## src/rtl/ssooo_pkg.sv

```systemverilog
// ssooo_pkg: definitions shared by the out-of-order core blocks.
//   - field widths: OPC_W, REG_W, ROBEN_W, DATA_W
//   - decoded opcode constants used by decode, issue and the ROB
//   - instq_entry_t: one decoded instruction as carried by inst_queue
package ssooo_pkg;

    localparam int OPC_W   = 12;
    localparam int REG_W   = 5;
    localparam int ROBEN_W = 5;
    localparam int DATA_W  = 32;

    // Control-flow and memory opcodes that later stages decode specially.
    localparam logic [OPC_W-1:0] hlt_inst = 12'h3F0;
    localparam logic [OPC_W-1:0] beq      = 12'h100;
    localparam logic [OPC_W-1:0] bne      = 12'h140;
    localparam logic [OPC_W-1:0] jal      = 12'h0C0;
    localparam logic [OPC_W-1:0] jr       = 12'h008;
    localparam logic [OPC_W-1:0] j        = 12'h080;
    localparam logic [OPC_W-1:0] lw       = 12'h8C0;
    localparam logic [OPC_W-1:0] sw       = 12'hAC0;

    typedef struct packed {
        logic [OPC_W-1:0]  opcode;
        logic [REG_W-1:0]  rs;
        logic [REG_W-1:0]  rt;
        logic [REG_W-1:0]  rd;
        logic [DATA_W-1:0] imm;
        logic [DATA_W-1:0] pc;
        logic              pred;
        logic [DATA_W-1:0] target;
    } instq_entry_t;

endpackage

```

## src/rtl/instq_ptr_ctrl.sv

```systemverilog
// instq_ptr_ctrl: read/write pointers and occupancy for inst_queue.
//   clk, rst      clock; asynchronous active-high reset
//   flush_i       clears pointers and count; wins over push and pop
//   push_req_i    producer wants to write (gated here by full)
//   pop_req_i     consumer wants to read (gated here by empty)
//   push_en_o     a write happens this cycle (storage write enable)
//   wr_ptr_o      write address; rd_ptr_o read (head) address
//   count_o       occupancy 0..DEPTH; full_o / empty_o derived from it
module instq_ptr_ctrl #(
    parameter int DEPTH = 8,
    parameter int AW    = $clog2(DEPTH)
) (
    input  logic          clk,
    input  logic          rst,
    input  logic          flush_i,
    input  logic          push_req_i,
    input  logic          pop_req_i,
    output logic          push_en_o,
    output logic [AW-1:0] wr_ptr_o,
    output logic [AW-1:0] rd_ptr_o,
    output logic [AW:0]   count_o,
    output logic          full_o,
    output logic          empty_o
);

    logic [AW-1:0] wr_ptr_q, wr_ptr_d;
    logic [AW-1:0] rd_ptr_q, rd_ptr_d;
    logic [AW:0]   count_q,  count_d;
    logic          push_en, pop_en;

    assign full_o  = (count_q == (AW+1)'(DEPTH));
    assign empty_o = (count_q == '0);

    // Full is judged on the registered count only, so a pop in the same
    // cycle never opens the input: no combinational out_ready -> in_ready.
    assign push_en = push_req_i & ~full_o & ~flush_i;
    assign pop_en  = pop_req_i & ~empty_o & ~flush_i;

    // NOTE: every always_comb output gets a default first so no path
    // leaves it unassigned, which would infer a latch.
    always_comb begin
        wr_ptr_d = wr_ptr_q;
        rd_ptr_d = rd_ptr_q;
        count_d  = count_q;
        if (flush_i) begin
            wr_ptr_d = '0;
            rd_ptr_d = '0;
            count_d  = '0;
        end else begin
            // DEPTH is a power of two, so AW-bit increments wrap to 0 naturally.
            if (push_en) wr_ptr_d = wr_ptr_q + 1'b1;
            if (pop_en)  rd_ptr_d = rd_ptr_q + 1'b1;
            unique case ({push_en, pop_en})
                2'b10:   count_d = count_q + 1'b1;
                2'b01:   count_d = count_q - 1'b1;
                default: count_d = count_q;
            endcase
        end
    end

    // NOTE: state registers use non-blocking assignments so all flops
    // update together from values sampled before the edge.
    always_ff @(posedge clk or posedge rst) begin
        if (rst) begin
            wr_ptr_q <= '0;
            rd_ptr_q <= '0;
            count_q  <= '0;
        end else begin
            wr_ptr_q <= wr_ptr_d;
            rd_ptr_q <= rd_ptr_d;
            count_q  <= count_d;
        end
    end

    assign push_en_o = push_en;
    assign wr_ptr_o  = wr_ptr_q;
    assign rd_ptr_o  = rd_ptr_q;
    assign count_o   = count_q;

endmodule

```

## src/rtl/inst_queue.sv

```systemverilog
// inst_queue: decoded-instruction FIFO between decode and ROB/RS issue.
// Carries branch prediction and target; a mispredict flush empties it.
//   clk, rst         clock; asynchronous active-high reset
//   flush            empties the queue, drops a concurrent push
//   in_valid/ready   decode handshake; in_ready = not full
//   in_*             opcode, rs, rt, rd, imm, pc, pred, target
//   out_valid/ready  issue handshake; head entry on out_* (combinational)
//   count            occupancy 0..DEPTH
// Build option INSTQ_BYPASS_EN: when empty, an offered instruction is
// passed straight to out_* in the same cycle and is not stored if taken.
module inst_queue
    import ssooo_pkg::*;
#(
    parameter int DEPTH = 8,
    parameter int AW    = $clog2(DEPTH)
) (
    input  logic              clk,
    input  logic              rst,
    input  logic              flush,
    input  logic              in_valid,
    output logic              in_ready,
    input  logic [OPC_W-1:0]  in_opcode,
    input  logic [REG_W-1:0]  in_rs,
    input  logic [REG_W-1:0]  in_rt,
    input  logic [REG_W-1:0]  in_rd,
    input  logic [DATA_W-1:0] in_imm,
    input  logic [DATA_W-1:0] in_pc,
    input  logic              in_pred,
    input  logic [DATA_W-1:0] in_target,
    output logic              out_valid,
    input  logic              out_ready,
    output logic [OPC_W-1:0]  out_opcode,
    output logic [REG_W-1:0]  out_rs,
    output logic [REG_W-1:0]  out_rt,
    output logic [REG_W-1:0]  out_rd,
    output logic [DATA_W-1:0] out_imm,
    output logic [DATA_W-1:0] out_pc,
    output logic              out_pred,
    output logic [DATA_W-1:0] out_target,
    output logic [AW:0]       count
);

    instq_entry_t  mem [DEPTH];
    instq_entry_t  in_entry, head_entry, out_entry;
    logic [AW-1:0] wr_ptr, rd_ptr;
    logic          push_req, pop_req, push_en;
    logic          full, empty;

    assign in_entry = '{opcode: in_opcode, rs: in_rs, rt: in_rt, rd: in_rd,
                        imm: in_imm, pc: in_pc, pred: in_pred, target: in_target};

    instq_ptr_ctrl #(.DEPTH(DEPTH), .AW(AW)) u_ptr_ctrl (
        .clk        (clk),
        .rst        (rst),
        .flush_i    (flush),
        .push_req_i (push_req),
        .pop_req_i  (pop_req),
        .push_en_o  (push_en),
        .wr_ptr_o   (wr_ptr),
        .rd_ptr_o   (rd_ptr),
        .count_o    (count),
        .full_o     (full),
        .empty_o    (empty)
    );

    // NOTE: the storage array has no reset; entries are only observed
    // once count says they were written, so clearing them buys nothing.
    always_ff @(posedge clk) begin
        if (push_en) mem[wr_ptr] <= in_entry;
    end

    assign head_entry = mem[rd_ptr];
    assign in_ready   = ~full;

`ifdef INSTQ_BYPASS_EN
    logic bypass;
    // Empty queue and a live offer: present it now. If issue takes it this
    // cycle it must not also be written, otherwise it would come out twice.
    assign bypass    = empty & in_valid & ~flush;
    assign out_valid = ~empty | bypass;
    assign out_entry = bypass ? in_entry : head_entry;
    assign pop_req   = out_ready;
    assign push_req  = in_valid & ~(bypass & out_ready);
`else
    assign out_valid = ~empty;
    assign out_entry = head_entry;
    assign pop_req   = out_ready;
    assign push_req  = in_valid;
`endif

    assign out_opcode = out_entry.opcode;
    assign out_rs     = out_entry.rs;
    assign out_rt     = out_entry.rt;
    assign out_rd     = out_entry.rd;
    assign out_imm    = out_entry.imm;
    assign out_pc     = out_entry.pc;
    assign out_pred   = out_entry.pred;
    assign out_target = out_entry.target;

endmodule
```

## config.mk

```make
export PLATFORM = sky130hd
export DESIGN_NAME = inst_queue
export DESIGN_NICKNAME = d
export VERILOG_FILES = /design/src/rtl/ssooo_pkg.sv /design/src/rtl/instq_ptr_ctrl.sv /design/src/rtl/inst_queue.sv
export SDC_FILE = /design/constraint.sdc
export NUM_CORES = 1
export LEC_CHECK = 0
export CORE_MARGIN = 1
export CORE_UTILIZATION = 55
export CTS_BUF_LIST = sky130_fd_sc_hd__clkbuf_4 sky130_fd_sc_hd__clkbuf_8
export DETAILED_ROUTE_END_ITERATION = 12
export DONT_BUFFER_PORTS = 1
export HOLD_SLACK_MARGIN = 0.1
export PLACE_DENSITY = 0.73
export SKIP_LAST_GASP = 1
export SLEW_MARGIN = 15
export SYNTH_ARGS = -nofsm -noshare
export SYNTH_HDL_FRONTEND = slang
export SYNTH_SLANG_ARGS = --single-unit
export TNS_END_PERCENT = 100
```

## constraint.sdc

```tcl
create_clock -name clk -period 10.65 [get_ports clk]
set_input_delay 2.13 -clock clk [delete_from_list [all_inputs] [get_ports clk]]
set_output_delay 2.13 -clock clk [all_outputs]
set_load 0.02 [all_outputs]
```

==> impl_metrics.toml <==
[route]
first_pass_iters = 5
drtAntennaViolNets = 0
routedWlPerCell_microns = 26.97
wl_microns = 70250
num_vias = 15880
vias_per_cell = 6.096
drc = 0
initialDrtViolationCount = 1059

[synth]
syn_area_sq_mm = 0.03775
netlist.area_leader.share = 0.7890
synth_common_cells = "edfxtp_1, mux4_2, mux2_2, clkbuf_1, buf_2"
synthesis.nets = 1644
synth_edf_count = 992
yosys.area.top_type = "edfxtp_1"
synth_top_family_by_area = "multiplexers"
ys.flop_type = "edfxtp_1"
synth.most_common_cell = "edfxtp_1"
synth_mux_area_frac = 0.1857
ys_ff_latch = 1002
syn_area_per_cell_sq_um = 25.00
synth.area.top_cells = "edfxtp_1, mux4_2, mux2_2, dfrtp_1, clkbuf_1"
postSynthCellCount = 1510
yosys.area_share.adder = 0.001856
ys_types = 33
synthXorXnorAreaFrac = 0.001392
async_flop_share = 0.009980
yosys.area_share.simple = 0.004805
ys_seq_area_frac = 0.7957
yosys_warnings = 0
synth_compound_area_frac = 0.002220

[grt]
grt_pass1_vias = 17200
use_met2 = 0.3461
antenna_found_initial = 3
track_usage = 0.2069
gr-max-usage-layer = "met2"
grt_first_pass_wirelength_microns = 105300
grt_max_degree = 147
met1_usage = 0.2518
overflow = 0
use_met3 = 0.06786

[power_and_ir_drop]
peakVddDrop_v = 0.0001951
p_sw_mw = 2.407
switching_share = 0.2555
leakage_nw = 12.77
comb_power_share = 0.178
p_clk_frac = 0.335
seqPwrFrac = 0.487
p_per_area_mw_per_mm2 = 224.5
internal-power_mw = 7.015

[setup_path]
worst_path_max_delay_cell = "dfrtp_4"
crit_fanout = 110
reg2reg_depth = 5
crit_chain = "buf_12, mux4_2, mux2_2"
critPathRequiredTime_ps = 8520
crit_arrival_ps = 3680
end_kind = "output port"
critical_path_class = "reg2out"
cpPeakStageDelay_ps = 1040
critPathLaunchType = "register"

[timing]
finalSetupTns_ps = 0
fmax_mhz = 172.1
post-route-min-period_ps = 5812
worst-slew-pin-transition_ps = 1081
finalCritPeriodShare = 0.5457
setup_viol = 0
rsz0062_at_grt = "no"
skew_ps = 24.12
slew-limit-headroom = 0.2779
drv_slew = 0
hold_violations = 0

[placed_design]
place_hpwl_microns = 37150
place_congestion = 0.7684
io_buffers = 0
place_area_sq_mm = 0.03884

[job]
drv_cap = 0

[clocking]
cts_setup_buffers = 0
post_cts_resized = 0
clkSlewWorstSetupHoldPaths_ps = 60
hold_buffers = 0
root_buffer = "clkbuf_8"
cts_buffer_depth = 3
clock_latency_ps = 780
cts_num_sinks = 1002
cts_tree = "done"
h-tree-depth = 4
cts_buffers = 154

[finish]
drive_gt1_frac = 0.3763
fin_area_sq_mm = 0.04197
n_fill_cell = 4423
layout.nets = 1752
regArea_sq_mm = 0.03005
syn2layout_area_growth_pct = 11.17
multiInputGateArea_sq_mm = 0.007467

[min_path]
hold_path_class = "reg2reg"
hold_depth = 2

[die]
start_util = 0.5592
core_sq_mm = 0.06751
dieHeight_microns = 264
ios = 259
rows = 95
die_w_microns = 264
die_area_sq_mm = 0.06970

[outcome]
status = "finished, final reports clean"
## layout make-up
cell class,instances,share of cell area
Sequential cell,1002,0.7160
Multi-Input combinational cell,434,0.1779
Clock buffer,218,0.06314
Tap cell,873,0.02603
Clock inverter,50,0.01026
Timing Repair Buffer,25,0.006439
Antenna cell,2,0.0001192
Inverter,1,0.00008944
## power groups by stage
stage	registers (mW)	logic (mW)	clock network [mW]
final	4.59	1.68	3.15
after global routing	4.61	1.78	3.41
after CTS	4.60	1.71	3.24
after detailed placement	4.68	1.71	0
after global placement	4.67	1.70	0
after floorplan	4.61	1.47	0
## layer usage
layer,vias to the layer above,part of all wire
met1,8547,0.39
met3,122,0.073
met4,0,0.023
met2,492,0.52
li1,6718,-
met5,-,0
## per-stage QoR
stage          total power, mW    util  hold WS, ps  worst slack, ps  cells
6_report                 9.422  0.6216        658.3             4838   2605
5_1_grt                  9.799  0.6216        684.6             4515   2605
4_1_cts                  9.555  0.6208        661.7             4660   2601
3_5_place_dp             6.389  0.5752        653.3             5484   2333
3_3_place_gp             6.365  0.5752        584.6             5523   2333
2_1_floorplan            6.081       -        545.9             1975   1510
## cells in the final DEF, fill, tap and decap left out, drive strengths merged
| master | netlist | routed |
|---|---|---|
| diode | 0 | 2 |
| nor3 | 3 | 3 |
| o41ai | 1 | 1 |
| nand2 | 5 | 5 |
| buf | 31 | 25 |
| mux2 | 124 | 124 |
| inv | 1 | 5 |
| o21ai | 1 | 1 |
| ha | 4 | 4 |
| nand3 | 4 | 4 |
| nand4b | 1 | 1 |
| or2b | 1 | 1 |
| o311ai | 1 | 1 |
| bufinv | 0 | 6 |
| fa | 1 | 1 |
| nand2b | 2 | 2 |
| or4b | 2 | 2 |
| dfrtp | 10 | 10 |
| a211oi | 3 | 3 |
| and3 | 1 | 1 |
| clkinv | 0 | 34 |
| or4 | 1 | 1 |
| a21oi | 5 | 5 |
| xor2 | 3 | 3 |
| edfxtp | 992 | 992 |
| mux2i | 3 | 3 |
| clkinvlp | 0 | 6 |
| nor2b | 1 | 1 |
| nor2 | 14 | 14 |
| xnor2 | 3 | 3 |
| or3 | 1 | 1 |
| o311a | 1 | 1 |
| mux4 | 248 | 248 |
| clkbuf | 42 | 218 |
## worst max-delay path: cells and delay by family (launching register included)
family / cells / cell delay, ps
flops: 1 / 1040
mux: 2 / 960
buf+inv: 1 / 680
## state kept, by name, summed over array words and instances (netlist names)
register             count
u_ptr_ctrl.count_o       4
u_ptr_ctrl.rd_ptr_o      3
mem                    992
u_ptr_ctrl.wr_ptr_o      3
## worst paths after layout
| path | start | to | slack [ps] |
|---|---|---|---|
| hold / removal | u_ptr_ctrl.wr_ptr_o[0]$_DFFE_PP0P_ | u_ptr_ctrl.wr_ptr_o[0]$_DFFE_PP0P_ | 660 |
| max in group asynchronous | rst | u_ptr_ctrl.rd_ptr_o[0]$_DFFE_PP0P_ | 9100 |
| setup / recovery | u_ptr_ctrl.rd_ptr_o[0]$_DFFE_PP0P_ | out_imm[4] | 4840 |
| hold reg to reg | u_ptr_ctrl.wr_ptr_o[0]$_DFFE_PP0P_ | u_ptr_ctrl.wr_ptr_o[0]$_DFFE_PP0P_ | 660 |
| min in group asynchronous | rst | u_ptr_ctrl.rd_ptr_o[2]$_DFFE_PP0P_ | 1240 |
| setup reg to reg | u_ptr_ctrl.count_o[0]$_DFFE_PP0P_ | mem[1][56]$_DFFE_PP_ | 6520 |
## cell families (layout without fill, tap and decap cells)
kind of cell,Yosys count,in the layout
AO/OA/AOI/OAI,12,12
XOR/XNOR,6,6
adder cells (fa/ha/maj),5,5
buffers and inverters,74,294
flip-flops,1002,1002
multiplexers,375,375
other,0,2
AND/OR/NAND/NOR,36,36
No activity file was read; power rests on OpenSTA's default activity.
